## config.mk

```make
export PLATFORM = sky130hd
export DESIGN_NAME = decode_stage
export DESIGN_NICKNAME = d
export VERILOG_FILES = /design/src/rtl/decode_stage.sv
export SDC_FILE = /design/constraint.sdc
export NUM_CORES = 1
export LEC_CHECK = 0
export ABC_AREA = 0
export CAP_MARGIN = 20
export CORE_MARGIN = 2
export CORE_UTILIZATION = 45
export DETAILED_ROUTE_END_ITERATION = 12
export MAX_ROUTING_LAYER = met4
export PLACE_DENSITY = 0.73
export SYNTH_ARGS = -nofsm -noshare
export SYNTH_HDL_FRONTEND = slang
export SYNTH_SLANG_ARGS = --single-unit
```

## constraint.sdc

```tcl
create_clock -name clk -period 1.8 [get_ports clk]
set_clock_uncertainty 0.15 [all_clocks]
set_input_delay 0.18 -clock clk [delete_from_list [all_inputs] [get_ports clk]]
set_output_delay 0.18 -clock clk [all_outputs]
set_load 0.005 [all_outputs]
```

## src/rtl/decode_stage.sv

```systemverilog
// RV32I(+M) decode stage: combinational decode of the incoming word into a
// registered bundle, with a main register plus one skid entry for full rate under stall.
module decode_stage #(
    parameter bit ENABLE_M = 1'b1,
    parameter int PC_W     = 32
) (
    input  logic            clk,
    input  logic            rstn,
    input  logic            flush,
    input  logic            in_valid,
    output logic            in_ready,
    input  logic [31:0]     in_instr,
    input  logic [PC_W-1:0] in_pc,
    output logic            out_valid,
    input  logic            out_ready,
    output logic [PC_W-1:0] out_pc,
    output logic [3:0]      out_cls,
    output logic [2:0]      out_funct3,
    output logic            out_alt,
    output logic [4:0]      out_rd,
    output logic [4:0]      out_rs1,
    output logic [4:0]      out_rs2,
    output logic            out_rd_we,
    output logic [31:0]     out_imm,
    output logic            out_illegal
);
    localparam logic [3:0] C_ILL = 4'd0, C_ALUR = 4'd1, C_ALUI = 4'd2, C_LOAD = 4'd3,
                           C_STORE = 4'd4, C_BR = 4'd5, C_JAL = 4'd6, C_JALR = 4'd7,
                           C_LUI = 4'd8, C_AUIPC = 4'd9, C_MULDIV = 4'd10,
                           C_FENCE = 4'd11, C_SYS = 4'd12;

    typedef struct packed {
        logic [PC_W-1:0] pc;
        logic [3:0]      cls;
        logic [2:0]      funct3;
        logic            alt;
        logic [4:0]      rd;
        logic [4:0]      rs1;
        logic [4:0]      rs2;
        logic [31:0]     imm;
        logic            illegal;
    } bundle_t;

    bundle_t dec, main_q, skid_q;
    logic    main_v, skid_v;

    logic [6:0]  opc, f7;
    logic [2:0]  f3;
    logic [31:0] imm_i, imm_s, imm_b, imm_u, imm_j, imm_sh;
    logic        legal;

    assign opc    = in_instr[6:0];
    assign f3     = in_instr[14:12];
    assign f7     = in_instr[31:25];
    assign imm_i  = {{20{in_instr[31]}}, in_instr[31:20]};
    assign imm_s  = {{20{in_instr[31]}}, in_instr[31:25], in_instr[11:7]};
    assign imm_b  = {{19{in_instr[31]}}, in_instr[31], in_instr[7], in_instr[30:25],
                     in_instr[11:8], 1'b0};
    assign imm_u  = {in_instr[31:12], 12'b0};
    assign imm_j  = {{11{in_instr[31]}}, in_instr[31], in_instr[19:12], in_instr[20],
                     in_instr[30:21], 1'b0};
    assign imm_sh = {27'b0, in_instr[24:20]};

    always_comb begin
        dec       = '0;
        legal     = 1'b1;
        dec.pc    = in_pc;
        case (opc)
            7'b0110011: begin
                dec.rd = in_instr[11:7]; dec.rs1 = in_instr[19:15]; dec.rs2 = in_instr[24:20];
                dec.funct3 = f3;
                if (f7 == 7'b0000000 || (f7 == 7'b0100000 && (f3 == 3'b000 || f3 == 3'b101))) begin
                    dec.cls = C_ALUR;
                    dec.alt = in_instr[30];
                end else if (f7 == 7'b0000001 && ENABLE_M) begin
                    dec.cls = C_MULDIV;
                end else begin
                    legal = 1'b0;
                end
            end
            7'b0010011: begin
                dec.cls = C_ALUI; dec.rd = in_instr[11:7]; dec.rs1 = in_instr[19:15];
                dec.funct3 = f3;
                if (f3 == 3'b001) begin
                    dec.imm = imm_sh;
                    legal   = (f7 == 7'b0000000);
                end else if (f3 == 3'b101) begin
                    dec.imm = imm_sh;
                    dec.alt = in_instr[30];
                    legal   = (f7 == 7'b0000000) || (f7 == 7'b0100000);
                end else begin
                    dec.imm = imm_i;
                end
            end
            7'b0000011: begin
                dec.cls = C_LOAD; dec.rd = in_instr[11:7]; dec.rs1 = in_instr[19:15];
                dec.funct3 = f3; dec.imm = imm_i;
                legal = !(f3 == 3'b011 || f3 == 3'b110 || f3 == 3'b111);
            end
            7'b0100011: begin
                dec.cls = C_STORE; dec.rs1 = in_instr[19:15]; dec.rs2 = in_instr[24:20];
                dec.funct3 = f3; dec.imm = imm_s;
                legal = (f3 < 3'b011);
            end
            7'b1100011: begin
                dec.cls = C_BR; dec.rs1 = in_instr[19:15]; dec.rs2 = in_instr[24:20];
                dec.funct3 = f3; dec.imm = imm_b;
                legal = !(f3 == 3'b010 || f3 == 3'b011);
            end
            7'b1101111: begin
                dec.cls = C_JAL; dec.rd = in_instr[11:7]; dec.imm = imm_j;
            end
            7'b1100111: begin
                dec.cls = C_JALR; dec.rd = in_instr[11:7]; dec.rs1 = in_instr[19:15];
                dec.imm = imm_i;
                legal = (f3 == 3'b000);
            end
            7'b0110111: begin dec.cls = C_LUI;   dec.rd = in_instr[11:7]; dec.imm = imm_u; end
            7'b0010111: begin dec.cls = C_AUIPC; dec.rd = in_instr[11:7]; dec.imm = imm_u; end
            7'b0001111: begin dec.cls = C_FENCE; dec.funct3 = f3; end
            7'b1110011: begin
                dec.cls = C_SYS;
                legal   = (in_instr == 32'h0000_0073) || (in_instr == 32'h0010_0073);
            end
            default: legal = 1'b0;
        endcase
        // Illegal words keep only their pc so the exception path can report it
        if (!legal) begin
            dec         = '0;
            dec.pc      = in_pc;
            dec.illegal = 1'b1;
        end
    end

    logic accept;
    assign in_ready = !skid_v;
    assign accept   = in_valid && in_ready;

    always_ff @(posedge clk or negedge rstn) begin
        if (!rstn) begin
            main_q <= '0;
            skid_q <= '0;
            main_v <= 1'b0;
            skid_v <= 1'b0;
        end else if (flush) begin
            main_v <= 1'b0;
            skid_v <= 1'b0;
        end else if (!main_v || out_ready) begin
            // Skid is only occupied while in_ready is low, so it never races a new accept
            if (skid_v) begin
                main_q <= skid_q;
                main_v <= 1'b1;
                skid_v <= 1'b0;
            end else begin
                main_v <= accept;
                if (accept) main_q <= dec;
            end
        end else if (accept) begin
            skid_q <= dec;
            skid_v <= 1'b1;
        end
    end

    assign out_valid   = main_v;
    assign out_pc      = main_q.pc;
    assign out_cls     = main_q.cls;
    assign out_funct3  = main_q.funct3;
    assign out_alt     = main_q.alt;
    assign out_rd      = main_q.rd;
    assign out_rs1     = main_q.rs1;
    assign out_rs2     = main_q.rs2;
    assign out_rd_we   = (main_q.rd != 5'd0);
    assign out_imm     = main_q.imm;
    assign out_illegal = main_q.illegal;
endmodule

```

==> run_results.csv, run 1 <==
group,metric,value,unit
die,die_area,0.0200,mm^2
placed_design,place_area,0.0112,mm^2
pwr,p_total,0.0101,W
finish,fill_cells,1152,
drt,drc,0,
worst_setup_path,path_class,"reg -> reg",
pwr,power_density,727,mW/mm^2
worst_setup_path,cp.required,1.95,ns
clock_network,h-tree-depth,4,
finish,finish.utilization,0.743,
clock_network,root_buffer,"clkbuf_16",
clock_network,clkSlewWorstSetupHoldPaths,0.08,ns
synth,synth_edf_count,0,
placed_design,hpwl,18.0,mm
clock_network,clk_latency,0.45,ns
timing,fin_setup_tns,-8.25,ns
synth,async_flop_share,1.00,
finish,area_growth,63.0,%
synth,yosysSeqAreaShare,0.524,
die,fp.dieW,141,um
worst_setup_path,critical-path-max-stage-delay,0.52,ns
finish,antenna_cells,0,
finish,drive_above_1_share,0.330,
finish,nNetsFinal,1258,
worst_setup_path,critPathSlowestCell,"dfrtp_4",
timing,fmax,0.468,GHz
hold_path,min_path_type,"in -> reg",
drt,totalWireLength,36.2,mm
pwr,leakagePower,6.14,nW
grt,grt_max_degree,63,
grt,grt-ovfl-total,0,
synth,synth-seq-cells,178,
status,status,"finished, violations left",
worst_setup_path,crit_arrival,2.29,ns
placed_design,portBuffers,159,
die,std_cell_rows,50,
die,core,0.0186,mm^2
synth,yosysTopAreaCellShare,0.524,
status,failed_checks,"hold timing, setup timing",
worst_setup_path,endpoint_kind,"flop",
synth,syn_avg_cell_area,9.24,um^2
grt,grt_pass1_vias,8433,
synth,syn_nets,989,
clock_network,numCtsBuffers,17,
synth,ys_warn_count,0,
timing,setup_slack,-0.339,ns
synth,mappedNetlistArea,0.00850,mm^2
placed_design,gp_congestion,0.921,
synth,synth_top_cell_by_area,"dfrtp_1",
drt,drt_iter0_drc,1067,
timing,setup_violations,124,
timing,relSlewSlack,0.435,
synth,yosysUniqueCellTypes,50,
die,die_h,141,um
die,initial_core_util,0.456,
synth,synth.area.top_cells,"dfrtp_1 52%, nand2_1 9.3%, o31ai_1 6.2%",
timing,rsz0062_at_grt,"true",
timing,fin_crit,2.14,ns
clock_network,cts_tree,"yes",
drt,detail_route.first_pass.iterations,6,
timing,whs,-0.00597,ns
synth,synth_ff_type,"dfrtp_1",
drt,antenna_left,0,
worst_setup_path,startpoint_type,"flop",
grt,track_usage,0.306,
drt,wire_per_inst,25.2,um
die,io_pins,160,
grt,antenna_found_initial,0,
grt,grt_pass1_wl,46.6,mm
finish,design_area,0.0139,mm^2
clock_network,numClockSinks,178,
clock_network,clock_path_buffers,2,
worst_setup_path,cp_max_fo,6,
drt,vias_per_cell,6.46,
worst_setup_path,crit_chain,"buf_6 > nor3b_4 > buf_6 > nand2_8 > buf_12 > buf_12 > o31ai_2",
timing,worst_pin_slew,0.841,ns
timing,hold_viol,2,
drt,vias,9279,
pwr,peakVddDrop,0.000761,V
flow_run,drv_cap,0,
timing,drv_slew,0,
timing,finalCritPeriodShare,1.19,
synth,synthCells,920,
==> timing repair <==
item / CTS / global route
pin swaps: 18 / 47
gates cloned: 13 / 11
resized for setup: 185 / 229
setup endpoints to repair: 166 / 142
hold buffers: 2 / 0
setup buffers: 25 / 13
hold endpoints to repair: 180 / 0
==> state kept, by name (all words and copies together) (netlist names) <==
register     count
out_illegal      1
skid_v           1
out_alt          1
out_rs1          5
out_rd           5
out_pc          32
skid_q          88
out_cls          4
out_imm         32
out_funct3       3
out_rs2          5
out_valid        1
==> metrics by stage <==
step | worst slack, ns | instances
final | -0.339 | 1436
after global routing | -0.356 | 1436
after CTS | -0.0937 | 1413
after detailed placement | -0.893 | 1348
after global placement | -0.873 | 1348
after floorplan | -0.102 | 920
==> area by class of cell <==
| class | instances | area [um^2] | area share |
|---|---|---|---|
| multi-input cells | 649 | 4720 | 0.341 |
| clock inverters | 15 | 168 | 0.0121 |
| inverters | 9 | 37.5 | 0.00271 |
| flip-flops and latches | 178 | 4460 | 0.322 |
| clock buffers | 17 | 425 | 0.0307 |
| repair buffers | 334 | 3750 | 0.271 |
| well taps | 234 | 293 | 0.0211 |
==> critical path, delay by kind of cell, from the launching register on <==
family                 cells  cell delay, ns
AO/OA/AOI/OAI              1            0.41
buffers and inverters      4            0.58
flip-flops                 1            0.52
AND/OR/NAND/NOR            2            0.32
==> metal layers <==
layer  share of wire  vias to the layer above  wire, um  global-route usage
li1                -                     3848         -                   -
met1            0.37                     4472     13300               0.399
met2            0.46                      712     16600               0.471
met3            0.11                      247      3840              0.0560
met4           0.067                        0      2440               0.134
met5               0                        -         0                   -
==> logic make-up (layout without fill, tap and decap cells) <==
group | count (synthesis) | count (layout) | synth area share
compound gates | 252 | 252 | 0.185
buf+inv | 93 | 375 | 0.0475
xor+xnor | 2 | 2 | 0.00206
simple gates | 362 | 362 | 0.202
flops | 178 | 178 | 0.524
mux | 33 | 33 | 0.0390
==> cells in the mapped netlist (all sizes together), types with 9 or more instances <==
master and count:
buf 26, o21ai 72, inv 9, nor2 9
nand4 17, a22oi 13, nand3 18, and3 56
o31ai 70, nor3 15, dfrtp 178, a21oi 61
nand2 210, clkbuf 58, a211oi 13, mux2i 32
==> placed cells by master (no fill, tap or decap), types with 11 or more instances in the layout <==
| cell type | count |
|---|---|
| buf_12 | 28 |
| buf_6 | 32 |
| o31ai_1 | 17 |
| nand2_1 | 175 |
| nand2_2 | 13 |
| a22oi_1 | 13 |
| buf_16 | 13 |
| nand4_1 | 17 |
| and3_1 | 53 |
| buf_4 | 93 |
| clkdlybuf4s50_1 | 124 |
| clkbuf_16 | 26 |
| nand3_1 | 18 |
| o21ai_0 | 37 |
| a21oi_1 | 32 |
| dfrtp_1 | 177 |
| o21ai_1 | 30 |
| a21oi_2 | 26 |
| nand2_4 | 20 |
| o31ai_2 | 36 |
| mux2i_1 | 32 |
| a211oi_1 | 11 |
| o31ai_4 | 17 |
==> final timing paths <==
check	start	endpoint	slack, ns	cells after the start
setup / recovery	skid_v$_DFFE_PN0P_	skid_q[1]$_DFFE_PN0P_	-0.34	7
hold / removal	in_instr[17]	out_rs1[2]$_DFFE_PN0P_	-0.006	4
setup reg to reg	skid_v$_DFFE_PN0P_	skid_q[1]$_DFFE_PN0P_	-0.34	7
hold reg to reg	skid_q[66]$_DFFE_PN0P_	skid_q[66]$_DFFE_PN0P_	0.33	2
max in group asynchronous	rstn	out_imm[11]$_DFFE_PN0P_	1.01	3
min in group asynchronous	rstn	out_pc[24]$_DFFE_PN0P_	0.17	3
==> power by group <==
group | internal (W) | switching [W] | total, W | leakage (nW)
Sequential | 0.00429 | 0.000166 | 0.00446 | 2.39
Clock | 0.00198 | 0.00187 | 0.00385 | 0.285
Combinational | 0.000855 | 0.000909 | 0.00176 | 3.47
Total | 0.00713 | 0.00294 | 0.0101 | 6.14
No activity file was read; power rests on OpenSTA's default activity.
==> run 2, diff against run 1 <==
- GPL_TIMING_DRIVEN: unset -> 0
- HOLD_SLACK_MARGIN: unset -> 0.06
- TNS_END_PERCENT: unset -> 1
==> run 2 against run 1 <==
Effect of this change: the flow finishes with violations (setup timing); critical path type unchanged; worst setup slack better by 0.25 ns; cell area is 9.5% lower; power is 3.8% lower; largest power group unchanged; critical endpoint is now skid_q[4]$_DFFE_PN0P_; count of clock-buffer cells in the layout is 2 higher.
==> run_results.csv, run 2 (same netlist as run 1, synthesis figures left out) <==
group,metric,value,unit
status,status,"finished, violations left",
status,failed_checks,"setup timing",
finish,register_area,0.00446,mm^2
drt,vias_per_cell,6.10,
die,fp.dieW,141,um
timing,worst_pin_slew,0.849,ns
worst_setup_path,reg2regPathDepth,5,
worst_setup_path,crit_arrival,2.04,ns
hold_path,hold_depth,3,
clock_network,h-tree-depth,4,
drt,drt_iter0_drc,783,
timing,fin_crit,1.88,ns
flow_run,drv_cap,0,
finish,final_common_cell,"nand2_1",
worst_setup_path,path_class,"reg -> reg",
die,io_pins,160,
placed_design,hpwl,18.7,mm
timing,rsz0062_at_grt,"true",
finish,area_growth,47.5,%
clock_network,clkSlewWorstSetupHoldPaths,0.07,ns
clock_network,numCtsBuffers,17,
drt,detail_route.first_pass.iterations,5,
drt,totalWireLength,29.6,mm
finish,finish.utilization,0.672,
grt,track_usage,0.286,
die,initial_core_util,0.456,
placed_design,place_area,0.0105,mm^2
clock_network,root_buffer,"clkbuf_16",
grt,antenna_found_initial,0,
grt,grt-ovfl-total,0,
drt,antenna_left,0,
timing,hold_viol,0,
grt,use_met3,0.0719,
finish,final_cell_mix,"204 x nand2_1, 177 x dfrtp_1, 125 x clkdlybuf4s50_1",
finish,antenna_cells,0,
clock_network,cts_tree,"yes",
finish,design_area,0.0125,mm^2
worst_setup_path,endpoint_kind,"flop",
grt,grt_pass1_wl,43.4,mm
drt,vias,8506,
die,std_cell_rows,50,
clock_network,clk_latency,0.44,ns
hold_path,min_path_type,"in -> reg",
timing,whs,0.0674,ns
grt,grt_max_degree,97,
pwr,leakagePower,5.52,nW
placed_design,gp_congestion,0.937,
timing,fmax,0.531,GHz
timing,relSlewSlack,0.432,
finish,multiInputGateArea,0.00430,mm^2
finish,top_register,"skid_q",
finish,drive_above_1_share,0.229,
worst_setup_path,cp.required,1.96,ns
timing,setup_violations,96,
die,die_h,141,um
pwr,power_density,772,mW/mm^2
timing,drv_slew,0,
die,core,0.0186,mm^2
finish,largest_register_ffs,88,
drt,wire_per_inst,21.3,um
timing,setup_slack,-0.0843,ns
finish,nNetsFinal,1216,
finish,fill_cells,1444,
grt,grt_pass1_vias,7906,
grt,busiest_layer,"met2",
drt,drc,0,
worst_setup_path,startpoint_type,"flop",
die,die_area,0.0200,mm^2
worst_setup_path,cp_max_fo,10,
pwr,p_total,0.00968,W
worst_setup_path,ff2ff_setup_slack,-0.08,ns
grt,use_met1,0.387,
placed_design,portBuffers,156,
grt,grt_use_met2,0.429,
clock_network,clock_path_buffers,2,
clock_network,numClockSinks,178,
timing,finalCritPeriodShare,1.05,
pwr,peakVddDrop,0.000683,V
[run 2: cell types whose count changed in the layout (fill, tap and decap cells not counted), sizes merged, moves of 2 or more]
| cell | previous run | this run |
|---|---|---|
| inv | 16 | 12 |
| clkdlybuf4s15 | 6 | 0 |
| dlygate4sd3 | 2 | 20 |
| buf | 183 | 84 |
| dlygate4sd2 | 3 | 5 |
| clkbuf | 32 | 75 |
[run 2: worst paths after layout]
path,end,from
worst max register to register,skid_q[4]$_DFFE_PN0P_,skid_v$_DFFE_PN0P_
worst max-delay path,skid_q[4]$_DFFE_PN0P_,skid_v$_DFFE_PN0P_
min in group asynchronous,out_pc[6]$_DFFE_PN0P_,rstn
worst min-delay path,skid_q[13]$_DFFE_PN0P_,in_instr[12]
worst min register to register,skid_q[26]$_DFFE_PN0P_,skid_q[26]$_DFFE_PN0P_
max in group asynchronous,skid_q[10]$_DFFE_PN0P_,rstn
[run 2: power breakdown]
part	switching (W)	internal, W	leakage, nW
Clock	0.00163	0.00208	0.280
Sequential	0.000156	0.00429	2.39
Combinational	0.000794	0.000732	2.85
Total	0.00258	0.00711	5.52
[run 2: layout make-up]
class / instances / share of cell area
plain buffers: 79 / 0.0579
clock buffers: 19 / 0.0353
clock inverters: 13 / 0.0107
inverters: 9 / 0.00289
multi-input cells: 650 / 0.343
flip-flops and latches: 178 / 0.355
well taps: 234 / 0.0234
repair buffers: 212 / 0.171
[run 2: timing repair]
action	in CTS	in global routing
hold buffers	5	15
gates cloned	6	3
hold endpoints to repair	90	30
buffers inserted	20	7
setup endpoints to repair	178	175
resized for setup	190	206
pin swaps	19	27
[run 2: routing by layer]
| metal | wire length, um | part of all wire | vias to the layer above |
|---|---|---|---|
| li1 | - | - | 3753 |
| met5 | 0 | 0 | - |
| met3 | 2690 | 0.091 | 97 |
| met4 | 1040 | 0.035 | 0 |
| met2 | 13600 | 0.46 | 524 |
| met1 | 12300 | 0.41 | 4132 |
[run 2: stage by stage]
| step | setup slack, ns | std cells | TNS, ns |
|---|---|---|---|
| detailed placement | -1.15 | 1311 | -161.43 |
| global route | -0.131 | 1394 | -7.87 |
| CTS | -0.219 | 1371 | -10.16 |
| global placement | -6.98 | 1310 | -1400.26 |
| finish | -0.0843 | 1394 | -2.49 |
| floorplan | -0.102 | 920 | -9.73 |
[run 2: worst max-delay path, stage by stage (launching register included)]
cell,delay [ns]
dfrtp_2,0.48
nor3b_2,0.27
nand2_2,0.22
buf_1,0.35
nand2_1,0.20
o31ai_2,0.09
